===== src/rtl/fpa_pkg.sv =====
// Shared constants and types for the FP adder normalise/round/pack stage.
package fpa_pkg;

  typedef enum logic [1:0] {
    SP_NORM = 2'b00,
    SP_INF  = 2'b01,
    SP_NAN  = 2'b10,
    SP_RSV  = 2'b11
  } special_e;

  localparam logic [31:0] QNAN    = 32'h7FC00000;
  localparam logic [7:0]  EXP_MAX = 8'hFF;

  // Mantissa datapath bit positions: hidden bit, round lsb, guard
  localparam int HID_BIT = 30;
  localparam int LSB_BIT = 7;
  localparam int GRD_BIT = 6;

endpackage


===== src/rtl/lzc32.sv =====
// Combinational 32-bit leading-zero counter; returns 32 for an all-zero input.
module lzc32 (
  input  logic [31:0] value,
  output logic [5:0]  count
);

  // Ascending scan so the most significant set bit wins
  always_comb begin
    count = 6'd32;
    for (int i = 0; i < 32; i++) begin
      if (value[i]) count = 6'(31 - i);
    end
  end

endmodule


===== src/rtl/fpa_add_norm.sv =====
// Two-stage add/subtract, normalise, round-to-nearest-even and IEEE-754 single pack
// for aligned mantissa pairs, with a valid/ready handshake on both sides.
module fpa_add_norm
  import fpa_pkg::*;
#(
  parameter int MW = 32,
  parameter int EW = 8,
  parameter int FW = 23
) (
  input  logic            clk,
  input  logic            rst_n,
  input  logic            in_valid,
  output logic            in_ready,
  input  logic [MW-1:0]   mant_l,
  input  logic [MW-1:0]   mant_s,
  input  logic [EW-1:0]   exp_l,
  input  logic            sign_l,
  input  logic            eff_sub,
  input  logic [1:0]      special,
  output logic            out_valid,
  input  logic            out_ready,
  output logic [EW+FW:0]  result,
  output logic            ovf,
  output logic            unf
);

  logic          s1_valid;
  logic [MW-1:0] s1_sum;
  logic [EW-1:0] s1_exp;
  logic          s1_sign;
  special_e      s1_special;

  logic          en1;
  logic          en2;

  logic [5:0]          lz;
  logic [30:0]         nm;
  logic signed [9:0]   exp_n;
  logic signed [9:0]   exp_f;
  logic                rnd_up;
  logic [24:0]         rnd;
  logic [FW-1:0]       frac;
  logic [EW+FW:0]      nxt_result;
  logic                nxt_ovf;
  logic                nxt_unf;

  assign en2      = ~out_valid | out_ready;
  assign en1      = ~s1_valid | en2;
  assign in_ready = en1;

  always_ff @(posedge clk or negedge rst_n) begin
    if (!rst_n) begin
      s1_valid   <= 1'b0;
      s1_sum     <= '0;
      s1_exp     <= '0;
      s1_sign    <= 1'b0;
      s1_special <= SP_NORM;
    end else if (en1) begin
      s1_valid <= in_valid;
      if (in_valid) begin
        s1_sum     <= eff_sub ? (mant_l - mant_s) : (mant_l + mant_s);
        s1_exp     <= exp_l;
        s1_sign    <= sign_l;
        s1_special <= special_e'(special);
      end
    end
  end

  lzc32 u_lzc (
    .value (s1_sum),
    .count (lz)
  );

  // Normalise so the hidden bit lands on HID_BIT; a carry-out shift keeps bit0 as sticky
  always_comb begin
    if (s1_sum[31]) begin
      nm    = {s1_sum[31:2], |s1_sum[1:0]};
      exp_n = $signed({2'b00, s1_exp}) + 10'sd1;
    end else begin
      nm    = 31'(s1_sum << (lz - 6'd1));
      exp_n = $signed({2'b00, s1_exp}) - $signed({4'b0000, lz}) + 10'sd1;
    end

    rnd_up = nm[GRD_BIT] & ((|nm[GRD_BIT-1:0]) | nm[LSB_BIT]);
    rnd    = {1'b0, nm[HID_BIT:LSB_BIT]} + {24'd0, rnd_up};

    if (rnd[24]) begin
      frac  = rnd[FW:1];
      exp_f = exp_n + 10'sd1;
    end else begin
      frac  = rnd[FW-1:0];
      exp_f = exp_n;
    end

    nxt_ovf    = 1'b0;
    nxt_unf    = 1'b0;
    nxt_result = {s1_sign, exp_f[EW-1:0], frac};
    if (s1_special == SP_INF) begin
      nxt_result = {s1_sign, EXP_MAX, {FW{1'b0}}};
    end else if (s1_special != SP_NORM) begin
      nxt_result = QNAN;
    end else if (s1_sum == '0) begin
      nxt_result = '0;
    end else if (exp_f >= 10'sd255) begin
      nxt_result = {s1_sign, EXP_MAX, {FW{1'b0}}};
      nxt_ovf    = 1'b1;
    end else if (exp_f <= 10'sd0) begin
      nxt_result = {s1_sign, {(EW+FW){1'b0}}};
      nxt_unf    = 1'b1;
    end
  end

  always_ff @(posedge clk or negedge rst_n) begin
    if (!rst_n) begin
      out_valid <= 1'b0;
      result    <= '0;
      ovf       <= 1'b0;
      unf       <= 1'b0;
    end else if (en2) begin
      out_valid <= s1_valid;
      if (s1_valid) begin
        result <= nxt_result;
        ovf    <= nxt_ovf;
        unf    <= nxt_unf;
      end
    end
  end

endmodule


===== config.mk =====
export PLATFORM = sky130hd
export DESIGN_NAME = fpa_add_norm
export DESIGN_NICKNAME = d
export VERILOG_FILES = /design/src/rtl/fpa_pkg.sv /design/src/rtl/lzc32.sv /design/src/rtl/fpa_add_norm.sv
export SDC_FILE = /design/constraint.sdc
export NUM_CORES = 1
export LEC_CHECK = 0
export CORE_ASPECT_RATIO = 1.25
export CORE_MARGIN = 2
export CORE_UTILIZATION = 35
export DETAILED_ROUTE_END_ITERATION = 7
export PLACE_DENSITY = 0.55
export SKIP_LAST_GASP = 1
export SYNTH_ARGS = -nofsm -noshare
export SYNTH_HDL_FRONTEND = slang
export SYNTH_SLANG_ARGS = --single-unit

===== constraint.sdc =====
create_clock -name clk -period 10.1 [get_ports clk]
set_input_delay 2.525 -clock clk [delete_from_list [all_inputs] [get_ports clk]]
set_output_delay 2.525 -clock clk [all_outputs]
set_load 0.03 [all_outputs]

# Yosys cells after proc, flatten, opt, wreduce, memory -nomap -nowiden
# Index checks and enable logic that the tools add are counted.
# word_totals
ff_bits,79
in_bits,80
# op_classes
addsub,8
order_cmp,2
eq_ne,1
shift,1
muxes,51
bitwise_logic,6
reduce_logical,6
# ops
operator,n
two-way mux 6 bit,32
two-way mux 32 bit,4
two-way mux 31 bit,3
adder 32 bit,1
zero test 32 bit,1
<< shifter 32 x 6 -> 31 bit,1
subtractor 32 bit,1
adder 24 x 1 -> 25 bit,1
two-way mux 23 bit,1
two-way mux 10 bit,2
adder 10 x 2 -> 10 bit (second input constant),1
adder 9 x 2 -> 10 bit (second input constant),1
greater-or-equal comparator 10 x 9 -> 1 bit (second input constant),1
<= comparator 10 x 1 -> 1 bit (second input constant),1
adder 8 x 1 -> 9 bit (second input constant),1
two-way mux 1 bit,9
subtractor 8 x 6 -> 9 bit,1
OR reduction 6 bit,1
subtractor 6 x 1 -> 6 bit (second input constant),1
AND reduction 2 bit,2
OR 1 bit,3
equality test 2 x 1 -> 1 bit (second input constant),1
inverter 1 bit,2
nonzero test 2 bit,1
other kinds (2),2

# Depth between registers and ports, before layout
# Gate-level depths: netlist (run 1).
# depth
depth_word,46
ltp_mapped,29
depth_no_buf,23

# Modules after synthesis
# From an unflattened synthesis (run 1), not the netlist that was laid out.
# unflattened
hier_cells,1153
hier_area_um2,9375.2
# by_module_without_submodules
mod,n_inst,cells_per_inst,area_each_um2
fpa_add_norm,1,1088,9007.4
lzc32,1,65,367.9

# Worst setup path before layout (run 1)
# No wires, ideal clock.
# synth_timing
path_type,input to register
start,input port mant_s[0]
end,register s1_sum[30]
setup_ns,0.133
arrival_time_ns,6.802
required_time_ns,9.967
path_slack_ns,3.165
path_stages,21
path_buffers,0
path_cell_list,inv_1 > ha_1 > nand2b_1 > or4_1 > nor2b_1 > xnor2_1 > ha_1 > or3_1 > o21ai_0 > a21oi_1 > a41o_1 > o41a_1 > a31oi_1 > a2111oi_0 > a2111oi_0 > o31ai_1 > o31ai_1 > a21oi_1 > a21oi_1 > xor2_1 > o21ai_0
# synth_via
elab_chain_len,2
word_cells_on_any_way,3
# synth_rtl
element,line,rtl
from (decl),fpa_add_norm.sv:15,"input logic [MW-1:0] mant_s,"
adder 32 bit or subtractor 32 bit (tied branches),fpa_add_norm.sv:61,s1_sum <= eff_sub ? (mant_l - mant_s) : (mant_l + mant_s);
two-way mux 32 bit (*),fpa_add_norm.sv:61,
to (signal assigned),fpa_add_norm.sv:61,
to (decl),fpa_add_norm.sv:28,logic [MW-1:0] s1_sum;
# Mark *: on every way between the ends. The rest lies on a longest branch, timed or not.
# A chain may end at the register's enable or synchronous reset.

# Worst setup path in the final report (run 1)
# layout_timing
start,register s1_sum[30]
end,register result[19]
# layout_via
elab_chain_len,16
word_cells_on_any_way,23
# layout_rtl
element,line,rtl
two-way mux 6 bit (2 in a row),lzc32.sv:11,if (value[i]) count = 6'(31 - i);
subtractor 6 x 1 -> 6 bit,fpa_add_norm.sv:80,nm = 31'(s1_sum << (lz - 6'd1));
<< shifter 32 x 6 -> 31 bit,fpa_add_norm.sv:80,
two-way mux 31 bit,fpa_add_norm.sv:76,if (s1_sum[31]) begin
OR reduction 6 bit,fpa_add_norm.sv:84,rnd_up = nm[GRD_BIT] & ((|nm[GRD_BIT-1:0]) | nm[LSB_BIT]);
OR 1 bit,fpa_add_norm.sv:84,
AND 1 bit,fpa_add_norm.sv:84,
adder 24 x 1 -> 25 bit,fpa_add_norm.sv:85,"rnd = {1'b0, nm[HID_BIT:LSB_BIT]} + {24'd0, rnd_up};"
two-way mux 10 bit,fpa_add_norm.sv:87,if (rnd[24]) begin
<= comparator 10 x 1 -> 1 bit,fpa_add_norm.sv:107,end else if (exp_f <= 10'sd0) begin
two-way mux 31 bit,fpa_add_norm.sv:107,
two-way mux 31 bit,fpa_add_norm.sv:104,end else if (exp_f >= 10'sd255) begin
two-way mux 32 bit (*),fpa_add_norm.sv:102,end else if (s1_sum == '0) begin
two-way mux 32 bit (*),fpa_add_norm.sv:100,end else if (s1_special != SP_NORM) begin
two-way mux 32 bit (*),fpa_add_norm.sv:98,if (s1_special == SP_INF) begin
to (signal assigned),fpa_add_norm.sv:122,result <= nxt_result;
to (decl),fpa_add_norm.sv:22,"output logic [EW+FW:0] result,"
# Marks and branches as above.

==> impl_metrics.tcl, run 1 <==
set metrics [dict create \
    syn_inst 1291 \
    hold_viol 0 \
    cts_buffers 9 \
    cts_resized 0 \
    start_util_pct 35.3 \
    worstHoldStart "result[31]$_DFFE_PN0P_" \
    fillers 2922 \
    synth.net_count 1417 \
    clkTransAtPathRegs_ns 0.06 \
    post-route-period-util_pct 79.3 \
    ys.flop_type "dfrtp_1" \
    cp-start-kind "register" \
    final.min_clock_period_ns 8.01 \
    clkLatencyLatePin_ns 0.37 \
    synth_edf_count 0 \
    vias_per_cell 5.73 \
    yosysSeqAreaShare_pct 19.8 \
    drtIter0Drc 627 \
    cap_violations 0 \
    avgSynthCellArea_um2 7.75 \
    post-cts-setup-buffers 0 \
    track_usage_pct 20.9 \
    cp-end-kind "register" \
    ant_nets 0 \
    antenna_found_initial 0 \
    ys_ff_latch 79 \
    drc_errors 0 \
    synth_cell_types 95 \
    critPathKind "register to register" \
    clock_skew_ns 0.00724 \
    synthToLayoutAreaGrowth_pct 16.3 \
    finalNonFillerCells 1708 \
    dp.cells 1692 \
    r2r_cells 16 \
    drt-met1-wl_um 13500 \
    leakage_nw 4.43 \
    first_pass_iters 6 \
    final_area_um2 11600 \
    vias 9791 \
    cts_tree "yes" \
    rsz0062_at_grt "no" \
    die_h_um 193 \
    worstMarginPinSlew_ns 1.21 \
    grt_max_degree 73 \
    nNetsFinal 1474 \
    grt_pass1_wl_um 50200 \
    postCtsHoldBufs 0 \
    worstReg2RegStart "s1_sum[30]$_DFFE_PN0P_" \
    fin_tns_setup_ns 0 \
    yosys_warnings 0 \
    hp-class "register to register" \
    wl_met2_um 14900 \
    place_hpwl_um 23800 \
    grt_pass1_vias 9669 \
    min_path_cells 2 \
    slew-limit-headroom_pct 18.5 \
    row_count 69 \
    h-tree-depth 3 \
    diodes 0 \
    swShare_pct 53.5 \
    crit_fanout 26 \
    io_pins 116 \
    wl_per_cell_um 18.0 \
    die_w_um 155 \
    placed_cell_area_um2 11300 \
    power_frac_comb_pct 75.5 \
    overflow 0 \
    cts_sinks 79 \
    dieArea_um2 30000 \
    power.switching_mw 1.90 \
    async_flop_share_pct 100 \
    netlist_area_um2 10000 \
    gp_congestion 0.940 \
    outcome "completed" \
    routed_wirelength_um 30700 \
    portBuffers 115 \
    maxSlewViolCount 0 \
    p_clk_share_pct 9.0 \
    pwr-share-seq_pct 15.6 \
    worstPathArrival_ns 8.27 \
    ir_drop_v 0.000140 \
    root_buffer "clkbuf_16" \
    p_int_mw 1.66 \
    total_power_mw 3.56 \
    wl_met3_um 1300 \
    drive_gt1_share_pct 8.43 \
    clock.fmax_ghz 0.125 \
    top_layer "met4" \
    critPathLaunch "s1_sum[30]$_DFFE_PN0P_" \
    clk_path_buf_depth 2 \
    finalSetupViolations 0 \
    required_ns 10.37 \
    core_um2 28300 \
    power.density_nw_per_um2 306 \
]
cell type report:
type	instances	area [µm²]	area share (%)
multi-input combinational	1097	7540	64.8
sequential	79	1980	17.0
timing repair buffer	132	1280	11.0
tap	355	444	3.82
clock buffer	11	253	2.17
inverter	29	109	0.936
clock inverter	5	32.5	0.280
layout by cell type, fill, tap and decap left out, types with 18 or more instances in the layout:
master           count
mux2i_1             21
a211oi_1            37
nor2_1             133
xnor2_1             62
mux4_2              19
xor2_1              34
clkdlybuf4s50_1    114
mux2_2              19
inv_1               28
nand2_1            146
nand2b_1            47
o21ai_0             58
a22oi_1             28
a21oi_1             69
buf_4               18
dfrtp_1             79
nor4_1              24
nor3_1              57
nand3_1             25
ha_1                44
logic make-up after synthesis:
family,count (synthesis),share of synthesized area [%]
compound gates,350,24.9
buf+inv,115,4.99
flops,79,19.8
xor+xnor,96,8.40
fa+ha+maj,46,5.90
simple gates,545,27.3
mux,60,8.78
final timing paths:
check | endpoint | slack [ns]
setup / recovery | result[19]$_DFFE_PN0P_ | 2.09
hold / removal | result[31]$_DFFE_PN0P_ | 0.47
setup reg to reg | result[19]$_DFFE_PN0P_ | 2.09
hold reg to reg | result[31]$_DFFE_PN0P_ | 0.47
max in group asynchronous | s1_sum[25]$_DFFE_PN0P_ | 7.05
min in group asynchronous | result[23]$_DFFE_PN0P_ | 2.11
sequential cells by signal (all words and copies together), names as in the netlist:
signal	flops
unf	1
s1_sign	1
out_valid	1
s1_exp	8
s1_sum	32
ovf	1
s1_valid	1
s1_special	2
result	32
critical path, stage by stage, from the launching register on:
cell	delay, ns
dfrtp_1	0.51
nor4_1	1.05
nand4_2	0.91
and3_1	0.62
nor2_4	0.33
mux4_2	0.61
mux2_2	0.28
o22ai_1	0.27
ha_1	0.26
o221ai_1	0.20
or2_1	0.30
or3_1	0.52
or3_1	0.69
o41ai_4	0.57
o31a_4	0.26
nand2_4	0.18
o31ai_2	0.31
power groups by stage:
stage	sequential [mW]	combinational [mW]	clock [mW]
2_1_floorplan	0.545	1.94	0
3_3_place_gp	0.555	2.62	0
3_5_place_dp	0.557	2.64	0
4_1_cts	0.551	2.65	0.328
5_1_grt	0.571	2.91	0.343
6_report	0.554	2.69	0.319
synth_stat cells (all sizes together), types with 18 or more instances:
library cell,number,area (µm²)
clkbuf,58,219
o21ai,72,364
and3,18,118
nor3,59,305
mux2i,21,210
dfrtp,79,1980
xor2,34,298
xnor2,62,543
a211oi,38,290
nor4,25,163
nand2b,47,294
a22oi,28,210
mux4,20,454
a21oi,69,345
ha,44,551
o31ai,25,238
nand2,148,563
nor2,135,517
buf,28,171
inv,29,109
nand3,25,125
mux2,19,214
layer usage:
layer  GRT usage, %  vias up
met1           25.8     4530
met2           36.7      304
met4           8.96        0
met3           2.62       61
met5              0        -
li1               -     4896
per-stage QoR:
step	worst slack [ns]	hold slack (ns)	util (%)
after floorplan	3.16	0.471	-
after global placement	1.90	0.457	40.1
after detailed placement	1.78	0.465	40.1
after CTS	2.12	0.479	41.1
after global routing	1.54	0.519	41.1
final	2.09	0.468	41.1
(Power assumes the default switching activity.)
==> run 2: changes to the inputs <==
clock period = 7.5 ns   (was 10.1 ns; I/O delays follow)
==> impl_metrics.tcl, run 2 (same netlist as run 1, synthesis figures left out) <==
set metrics [dict create \
    finalSetupViolations 0 \
    worstPathArrival_ns 7.13 \
    fin_tns_setup_ns 0 \
    nNetsFinal 1511 \
    critPathKind "input pin to register" \
    vias 9950 \
    die_w_um 155 \
    pwr-share-seq_pct 14.2 \
    track_usage_pct 20.8 \
    worstMarginPinSlew_ns 1.05 \
    cp-start-kind "input pin" \
    place_ws_ns 0.126 \
    power_frac_comb_pct 76.8 \
    cts_resized 0 \
    hp-class "register to register" \
    start_util_pct 35.3 \
    postCtsHoldBufs 0 \
    antenna_found_initial 0 \
    drive_gt1_share_pct 10.9 \
    p_int_mw 2.35 \
    worst_slack_ns 0.587 \
    die_h_um 193 \
    power.density_nw_per_um2 412 \
    p_clk_share_pct 9.0 \
    ir_drop_v 0.000195 \
    routed_wirelength_um 30800 \
    cp_top_family "compound AO/OA/AOI/OAI gates" \
    core_um2 28300 \
    dieArea_um2 30000 \
    portBuffers 115 \
    crit_fanout 4 \
    synthToLayoutAreaGrowth_pct 19.2 \
    clk_path_buf_depth 2 \
    cap_violations 0 \
    vias_per_cell 5.70 \
    final_cell_mix "nand2_1, nor2_1, clkdlybuf4s50_1, dfrtp_1, a21oi_1" \
    grt_pass1_wl_um 50100 \
    drc_errors 0 \
    cp_slowest_stage_delay_ns 0.61 \
    maxSlewViolCount 0 \
    diodes 0 \
    h-tree-depth 3 \
    cts_tree "yes" \
    place_hpwl_um 24500 \
    final.min_clock_period_ns 6.91 \
    clock.fmax_ghz 0.145 \
    swShare_pct 52.1 \
    critical_path.slowest_cell "a2111oi_0" \
    grt_max_degree 80 \
    cts_sinks 79 \
    row_count 69 \
    hold_viol 0 \
    outcome "completed" \
    final_common_cell "nand2_1" \
    slew-limit-headroom_pct 29.8 \
    root_buffer "clkbuf_16" \
    path_buf_inv 2 \
    gp_congestion 0.962 \
    reg.largest.list "result: 32 flops, s1_sum: 32 flops, s1_exp: 8 flops" \
    cts_buffers 9 \
    grt_pass1_vias 9598 \
    post-route-period-util_pct 92.2 \
    drtIter0Drc 625 \
    cp-end-kind "register" \
    power.switching_mw 2.56 \
    leakage_nw 4.62 \
    io_pins 116 \
    required_ns 7.72 \
    post-cts-setup-buffers 0 \
    rsz0062_at_grt "no" \
    clkTransAtPathRegs_ns 0.07 \
    wl_per_cell_um 17.7 \
    path_cells "clkdlybuf4s50_1, inv_1, ha_1, mux2i_1, ha_1, nor2b_1, o31a_1, o41ai_1, and3_1, nor3_1, a41oi_1, a2111oi_0, a2111oi_0, nor3_1, a311oi_1, a211oi_1, a211o_1, o31ai_1, xnor2_1, o21ai_0" \
    ant_nets 0 \
    first_pass_iters 5 \
    clkLatencyLatePin_ns 0.36 \
    clock_skew_ns 0.0107 \
    overflow 0 \
]
[run 2: cell types whose count changed in the layout (fill, tap and decap cells not counted), sizes merged]
cell,change
buf,+37
bufinv,+1
clkbuf,-1
clkinv,+2
clkinvlp,-2
[run 2: per-stage QoR]
stage	power, mW	hold WS (ns)	std cells	utilization, %	instance area [µm²]
finish	4.91	0.475	1745	42.1	11900
global route	5.30	0.504	1745	42.1	11900
CTS	4.90	0.481	1745	42.1	11900
detailed placement	4.44	0.467	1729	41.1	11600
global placement	4.41	0.455	1729	41.1	11600
floorplan	3.35	0.471	1291	-	10000
[run 2: power groups by stage]
| stage | sequential, mW | clock [mW] | combinational, mW |
|---|---|---|---|
| final | 0.698 | 0.442 | 3.77 |
| after global routing | 0.717 | 0.480 | 4.11 |
| after CTS | 0.696 | 0.454 | 3.75 |
| after detailed placement | 0.705 | 0 | 3.73 |
| after global placement | 0.700 | 0 | 3.71 |
| after floorplan | 0.734 | 0 | 2.61 |
[run 2: worst paths after layout]
kind	slack (ns)	cells after the start	from	end
setup / recovery	0.59	20	mant_s[0]	s1_sum[31]$_DFFE_PN0P_
hold / removal	0.47	2	result[0]$_DFFE_PN0P_	result[0]$_DFFE_PN0P_
setup reg to reg	0.67	22	s1_sum[18]$_DFFE_PN0P_	result[17]$_DFFE_PN0P_
hold reg to reg	0.47	2	result[0]$_DFFE_PN0P_	result[0]$_DFFE_PN0P_
max in group asynchronous	5.18	1	rst_n	s1_sum[22]$_DFFE_PN0P_
min in group asynchronous	1.68	1	rst_n	result[24]$_DFFE_PN0P_
[run 2: worst min-delay path, delay by kind of cell (launching register included)]
family	cells	cell delay (ns)
DFF	1	0.34
and+or+nand+nor	1	0.05
AOI/OAI and AO/OA	1	0.05
[run 2: layer usage]
metal | vias up | wire, µm | track usage, % | share of wire [%]
met5 | - | 0 | 0 | 0
met4 | 0 | 1170 | 8.93 | 3.8
met3 | 60 | 1260 | 2.59 | 4.1
met2 | 285 | 15200 | 37.4 | 49
met1 | 4629 | 13200 | 25.2 | 43
li1 | 4976 | - | - | -
[run 2: final cells by class]
type | instances | area (µm²)
Fill cell | 3034 | 16400
Multi-Input combinational cell | 1097 | 7550
Sequential cell | 79 | 1980
Timing Repair Buffer | 169 | 1570
Tap cell | 355 | 444
Clock buffer | 10 | 229
Inverter | 29 | 109
Clock inverter | 6 | 61.3
==> RTL change 1 (flow settings as in run 1) <==
Make the reset (`rst_n`) synchronous in 2 clocked blocks.
--- a/src/rtl/fpa_add_norm.sv
+++ b/src/rtl/fpa_add_norm.sv
@@ -48,7 +48,7 @@
   assign en1      = ~s1_valid | en2;
   assign in_ready = en1;
 
-  always_ff @(posedge clk or negedge rst_n) begin
+  always_ff @(posedge clk) begin
     if (!rst_n) begin
       s1_valid   <= 1'b0;
       s1_sum     <= '0;
@@ -110,7 +110,7 @@
     end
   end
 
-  always_ff @(posedge clk or negedge rst_n) begin
+  always_ff @(posedge clk) begin
     if (!rst_n) begin
       out_valid <= 1'b0;
       result    <= '0;
Formal check against the unedited RTL: differs if rst_n is asserted again (counterexample within 4 cycles, from zero or initial values and one cycle with rst_n low); with rst_n held inactive, the same outputs for 4 cycles.
==> RTL change 1 against run 1 <==
Sequential power shrank 25%; area after synthesis grew 3.4%; register-to-register slack better by 510 ps; via count is 9.4% higher; die area is 3.3% higher; sequential cell count stayed put; power fell by 6.7%; setup slack got worse by 49 ps; sequential share of layout area fell by 3.8 points; critical path depth increased by 4; design area is 3.0% higher; clock skew rose by 2.3 ps; routed wire length grew 9.7%.
==> RTL change 1: results (changes against run 1) <==
Parameter                              Value

Outcome
  Result of the run ... complete, no violations (unchanged)

Critical path
  Delay of the slowest cell on the worst path ... 590 ps (was 1050 ps)
  Cell with the largest stage delay on the worst path ... sky130_fd_sc_hd__o41ai_1 (was sky130_fd_sc_hd__nor4_1)
  R2R cell count ... 21 (was 16)
  Top cell family by delay on the critical path ... compound AO/OA/AOI/OAI gates (was simple AND/OR/NAND/NOR gates)
  Highest fanout seen on the critical path ... 5 (was 26)

Synthesis
  Most frequent cells after synthesis ... sky130_fd_sc_hd__nand2_1, sky130_fd_sc_hd__nor2_1, sky130_fd_sc_hd__a21oi_1 (was sky130_fd_sc_hd__nand2_1, sky130_fd_sc_hd__nor2_1, sky130_fd_sc_hd__dfrtp_1)
  Main area contributors after synthesis ... sky130_fd_sc_hd__dfxtp_1, sky130_fd_sc_hd__xnor2_1, sky130_fd_sc_hd__nand2_1 (was sky130_fd_sc_hd__dfrtp_1, sky130_fd_sc_hd__nand2_1, sky130_fd_sc_hd__ha_1)
  Syn Inst Count ... 1401 (was 1291)
  Most used DFF post-synth ... sky130_fd_sc_hd__dfxtp_1 (was sky130_fd_sc_hd__dfrtp_1)
  Multiplexer share of the synthesized area ... 0.09613 (was 0.08777)
  Number of distinct standard cells referenced by the synthesized netlist ... 109 (was 95)
  Fraction of registers with async set/reset ... 0 (was 1.000)
  Synth Area in Adders ... 0.05707 (was 0.05901)
  Post-synthesis compound-gate area fraction ... 0.2756 (was 0.2491)
  Post-synthesis xor/xnor area fraction ... 0.07703 (was 0.08402)

Placement
  HPWL after detailed placement ... 26.34 mm (was 23.81 mm)
  Post-placement cell count ... 1830 (was 1692)
  Gpl congestion ... 0.9025 (was 0.9401)
  Worst Setup Slack post-DPL ... 1677 ps (was 1780 ps)

Detailed routing
  Overall routed net length ... 33.70 mm (was 30.73 mm)
  Detailed route wirelength on metal3 ... 1.561 mm (was 1.297 mm)
  Average detailed-routed wire length per instance ... 18.26 um (was 17.99 um)
  Wire length the detailed router placed on met1 ... 14.58 mm (was 13.47 mm)

Finish
  Filler cell count in the final layout ... 3087 (was 2922)
  Fraction of layout instances using a drive strength above 1 ... 0.09103 (was 0.08426)
  Layout Nets ... 1571 (was 1474)

Power and ir drop
  Internal portion of total power ... 1.528 mW (was 1.656 mW)
  Leakage ... 4.399 nW (was 4.430 nW)

CTS
  Max H-tree Level ... 3 (unchanged)

STA
  Relative slew margins ... 0.3294 (was 0.1850)
  Final Skew ... 9.592 ps (was 7.243 ps)

Global routing
  First-pass GRT wire length ... 53.94 mm (was 50.25 mm)
  Global routing usage summed across all routing layers ... 0.2153 (was 0.2086)
## RTL change 1: changes by cell type in the layout (fill, tap and decap cells not counted), sizes merged, moves of 22 or more
cell / before / now
mux2i: 21 / 45
nand2b: 47 / 17
dfrtp: 79 / 0
a21oi: 69 / 108
dfxtp: 0 / 79
nand2: 148 / 172
a211oi: 38 / 16
a22oi: 28 / 4
## RTL change 1: power by group through the flow
stage          registers [mW]  logic (mW)  clock network [mW]
6_report                0.416        2.53               0.372
5_1_grt                 0.422        2.73               0.392
3_3_place_gp            0.420        2.47                   0
3_5_place_dp            0.421        2.48                   0
4_1_cts                 0.414        2.49               0.379
2_1_floorplan           0.395        1.93                   0
## RTL change 1: cell families after synthesis
logic type               Yosys count
flip-flops                        79
multiplexers                      82
AND/OR/NAND/NOR                  553
buffers and inverters            150
adder cells (fa/ha/maj)           46
AO/OA/AOI/OAI                    400
XOR/XNOR                          91
## RTL change 1: layout make-up
type / instances / area, um^2 / share of cell area
clock inverter: 5 / 86.33 / 0.007201
timing repair buffer: 136 / 1309 / 0.1092
inverter: 47 / 176.4 / 0.01472
tap: 396 / 495.5 / 0.04133
sequential: 79 / 1582 / 0.1319
clock buffer: 11 / 242.7 / 0.02025
multi-input combinational: 1172 / 8098 / 0.6754
## RTL change 1: metal layers
metal / global-route usage / vias up
li1: - / 5300
met1: 0.2738 / 4990
met2: 0.3671 / 350
met3: 0.01988 / 74
met4: 0.09428 / 0
met5: 0 / -
## RTL change 1: through the flow
| stage | cell area [um^2] | utilization |
|---|---|---|
| global placement | 11660 | 0.3998 |
| global route | 11990 | 0.4111 |
| floorplan | 10350 | - |
| finish | 11990 | 0.4111 |
| CTS | 11990 | 0.4111 |
| detailed placement | 11660 | 0.3998 |
## RTL change 1: path summary, 6_finish.rpt
| kind | to | slack, ps | start |
|---|---|---|---|
| setup / recovery | s1_sum[31] | 2040 | mant_s[3] |
| hold / removal | result[11] | 450 | result[11] |
| setup reg to reg | result[0] | 2600 | s1_sum[16] |
| hold reg to reg | result[11] | 450 | result[11] |
==> RTL change 2 (config.mk and constraints of run 1) <==
Made on the original files. Set the package constant `GRD_BIT` to 7 (it was 6).
--- a/src/rtl/fpa_pkg.sv
+++ b/src/rtl/fpa_pkg.sv
@@ -14,7 +14,7 @@
   // Mantissa datapath bit positions: hidden bit, round lsb, guard
   localparam int HID_BIT = 30;
   localparam int LSB_BIT = 7;
-  localparam int GRD_BIT = 6;
+  localparam int GRD_BIT = 7;
 
 endpackage
 
Function: changed (Yosys sat finds a counterexample within 4 cycles, from zero or initial values and one cycle with rst_n low).
==> RTL change 2 against run 1 <==
Sequential cell count unchanged; power shrank 1.6%; die area is 5.1% lower; routed wire length decreased by 7.8%; non-clock buffer count decreased by 4; design area decreased by 4.3%; setup slack better by 490 ps; combinational power shrank 4%; area after synthesis decreased by 5.3%; first-iteration DRC count decreased by 8.9%; synthesized cell count down 8.3%; sequential share of layout area up 0.77 points; clock skew is 2.0 ps higher; largest power group unchanged.
==> RTL change 2: results (changes against run 1) <==
Parameter                              Value

Outcome
  Result of the run ... complete, no violations (unchanged)

Synthesis
  Main area contributors after synthesis ... sky130_fd_sc_hd__dfrtp_1, sky130_fd_sc_hd__ha_1, sky130_fd_sc_hd__xnor2_1 (was sky130_fd_sc_hd__dfrtp_1, sky130_fd_sc_hd__nand2_1, sky130_fd_sc_hd__ha_1)
  Post-synthesis sequential area ratio ... 0.2085 (was 0.1975)
  Number of distinct standard cells referenced by the synthesized netlist ... 97 (was 95)
  Share of the synthesized area in the top cell type ... 0.2085 (was 0.1975)
  Net count after synthesis ... 1310 (was 1417)
  Synth Area in Adders ... 0.06229 (was 0.05901)
  Mean cell area of the mapped netlist ... 8.007 um^2 (was 7.751 um^2)
  Post-synthesis xor/xnor area fraction ... 0.08948 (was 0.08402)
  Post-synthesis compound-gate area fraction ... 0.2413 (was 0.2491)
  Most frequent cells after synthesis ... sky130_fd_sc_hd__nand2_1, sky130_fd_sc_hd__nor2_1, sky130_fd_sc_hd__dfrtp_1 (unchanged)

Detailed routing
  Wire length on met2 ... 13.42 mm (was 14.88 mm)
  Number of vias in the routed layout ... 9045 (was 9791)
  1st-pass router iterations ... 5 (was 6)
  Wire length the detailed router placed on met1 ... 12.53 mm (was 13.47 mm)

Power and ir drop
  Leakage ... 4.354 nW (was 4.430 nW)
  Worst VDD drop ... 0.1135 mV (was 0.1402 mV)

Critical path
  Capture point of the worst path ... result[9] (was result[19])
  R2R cell count ... 21 (was 16)
  CP startpoint ... s1_sum[17] (was s1_sum[30])
  Cell with the largest stage delay on the worst path ... sky130_fd_sc_hd__or4b_1 (was sky130_fd_sc_hd__nor4_1)

Finish
  Fraction of layout instances using a drive strength above 1 ... 0.08741 (was 0.08426)
  Layout Nets ... 1368 (was 1474)
  Non-filler instance count after layout ... 1592 (was 1708)
  Antenna fix cells ... 0 (unchanged)

Placement
  Gpl congestion ... 0.9255 (was 0.9401)
  HPWL after detailed placement ... 22.16 mm (was 23.81 mm)
  Placed Instance Area ... 10790 um^2 (was 11350 um^2)
  Worst Setup Slack post-DPL ... 2353 ps (was 1780 ps)

Global routing
  First-pass GRT wire length ... 46.76 mm (was 50.25 mm)
  Vias in the first global route ... 8892 (was 9669)
  Global routing usage summed across all routing layers ... 0.2050 (was 0.2086)
  Pin count of the biggest net entering global routing ... 80 (was 73)
  Met2 layer usage reported by global route ... 0.3383 (was 0.3668)
  Met1 track demand over resource ... 0.2711 (was 0.2577)

STA
  Final hold slack ... 475.5 ps (was 467.7 ps)
  Tmin final ... 7517 ps (was 8007 ps)
  Final Skew ... 9.271 ps (was 7.243 ps)
  Relative slew margins ... 0.2975 (was 0.1850)
## RTL change 2: cell types whose count changed in the layout (fill, tap and decap cells not counted), moves of 7 or more
| cell | run 1 | this run |
|---|---|---|
| sky130_fd_sc_hd__a211oi_1 | 37 | 20 |
| sky130_fd_sc_hd__nor3_1 | 57 | 36 |
| sky130_fd_sc_hd__nand2b_1 | 47 | 21 |
| sky130_fd_sc_hd__a22oi_1 | 28 | 2 |
| sky130_fd_sc_hd__a21oi_1 | 69 | 53 |
| sky130_fd_sc_hd__a2111oi_0 | 9 | 1 |
| sky130_fd_sc_hd__mux2i_1 | 21 | 51 |
| sky130_fd_sc_hd__nor2_1 | 133 | 105 |
| sky130_fd_sc_hd__nand3_1 | 25 | 34 |
| sky130_fd_sc_hd__o21ai_0 | 58 | 67 |
| sky130_fd_sc_hd__nand2_1 | 146 | 135 |
| sky130_fd_sc_hd__and3_1 | 17 | 10 |
| sky130_fd_sc_hd__nor4_1 | 24 | 16 |
## RTL change 2: power breakdown
part / internal, mW / leakage [nW] / switching (mW)
Combinational: 1.03 / 3.22 / 1.53
Sequential: 0.404 / 0.966 / 0.150
Clock: 0.242 / 0.171 / 0.138
Total: 1.68 / 4.35 / 1.82
## RTL change 2: tightest hold or removal path: stages (launching register included)
cell and delay [ps]:
sky130_fd_sc_hd__dfrtp_1 340, sky130_fd_sc_hd__nand2_1 50, sky130_fd_sc_hd__nand2_1 50
## RTL change 2: layout make-up
| class | instances | area, um^2 |
|---|---|---|
| clock inverters | 7 | 120.1 |
| multi-input cells | 989 | 7005 |
| fillers | 2768 | 15600 |
| clock buffers | 9 | 225.2 |
| inverters | 35 | 131.4 |
| repair buffers | 128 | 1246 |
| flip-flops and latches | 79 | 1978 |
| well taps | 345 | 431.7 |
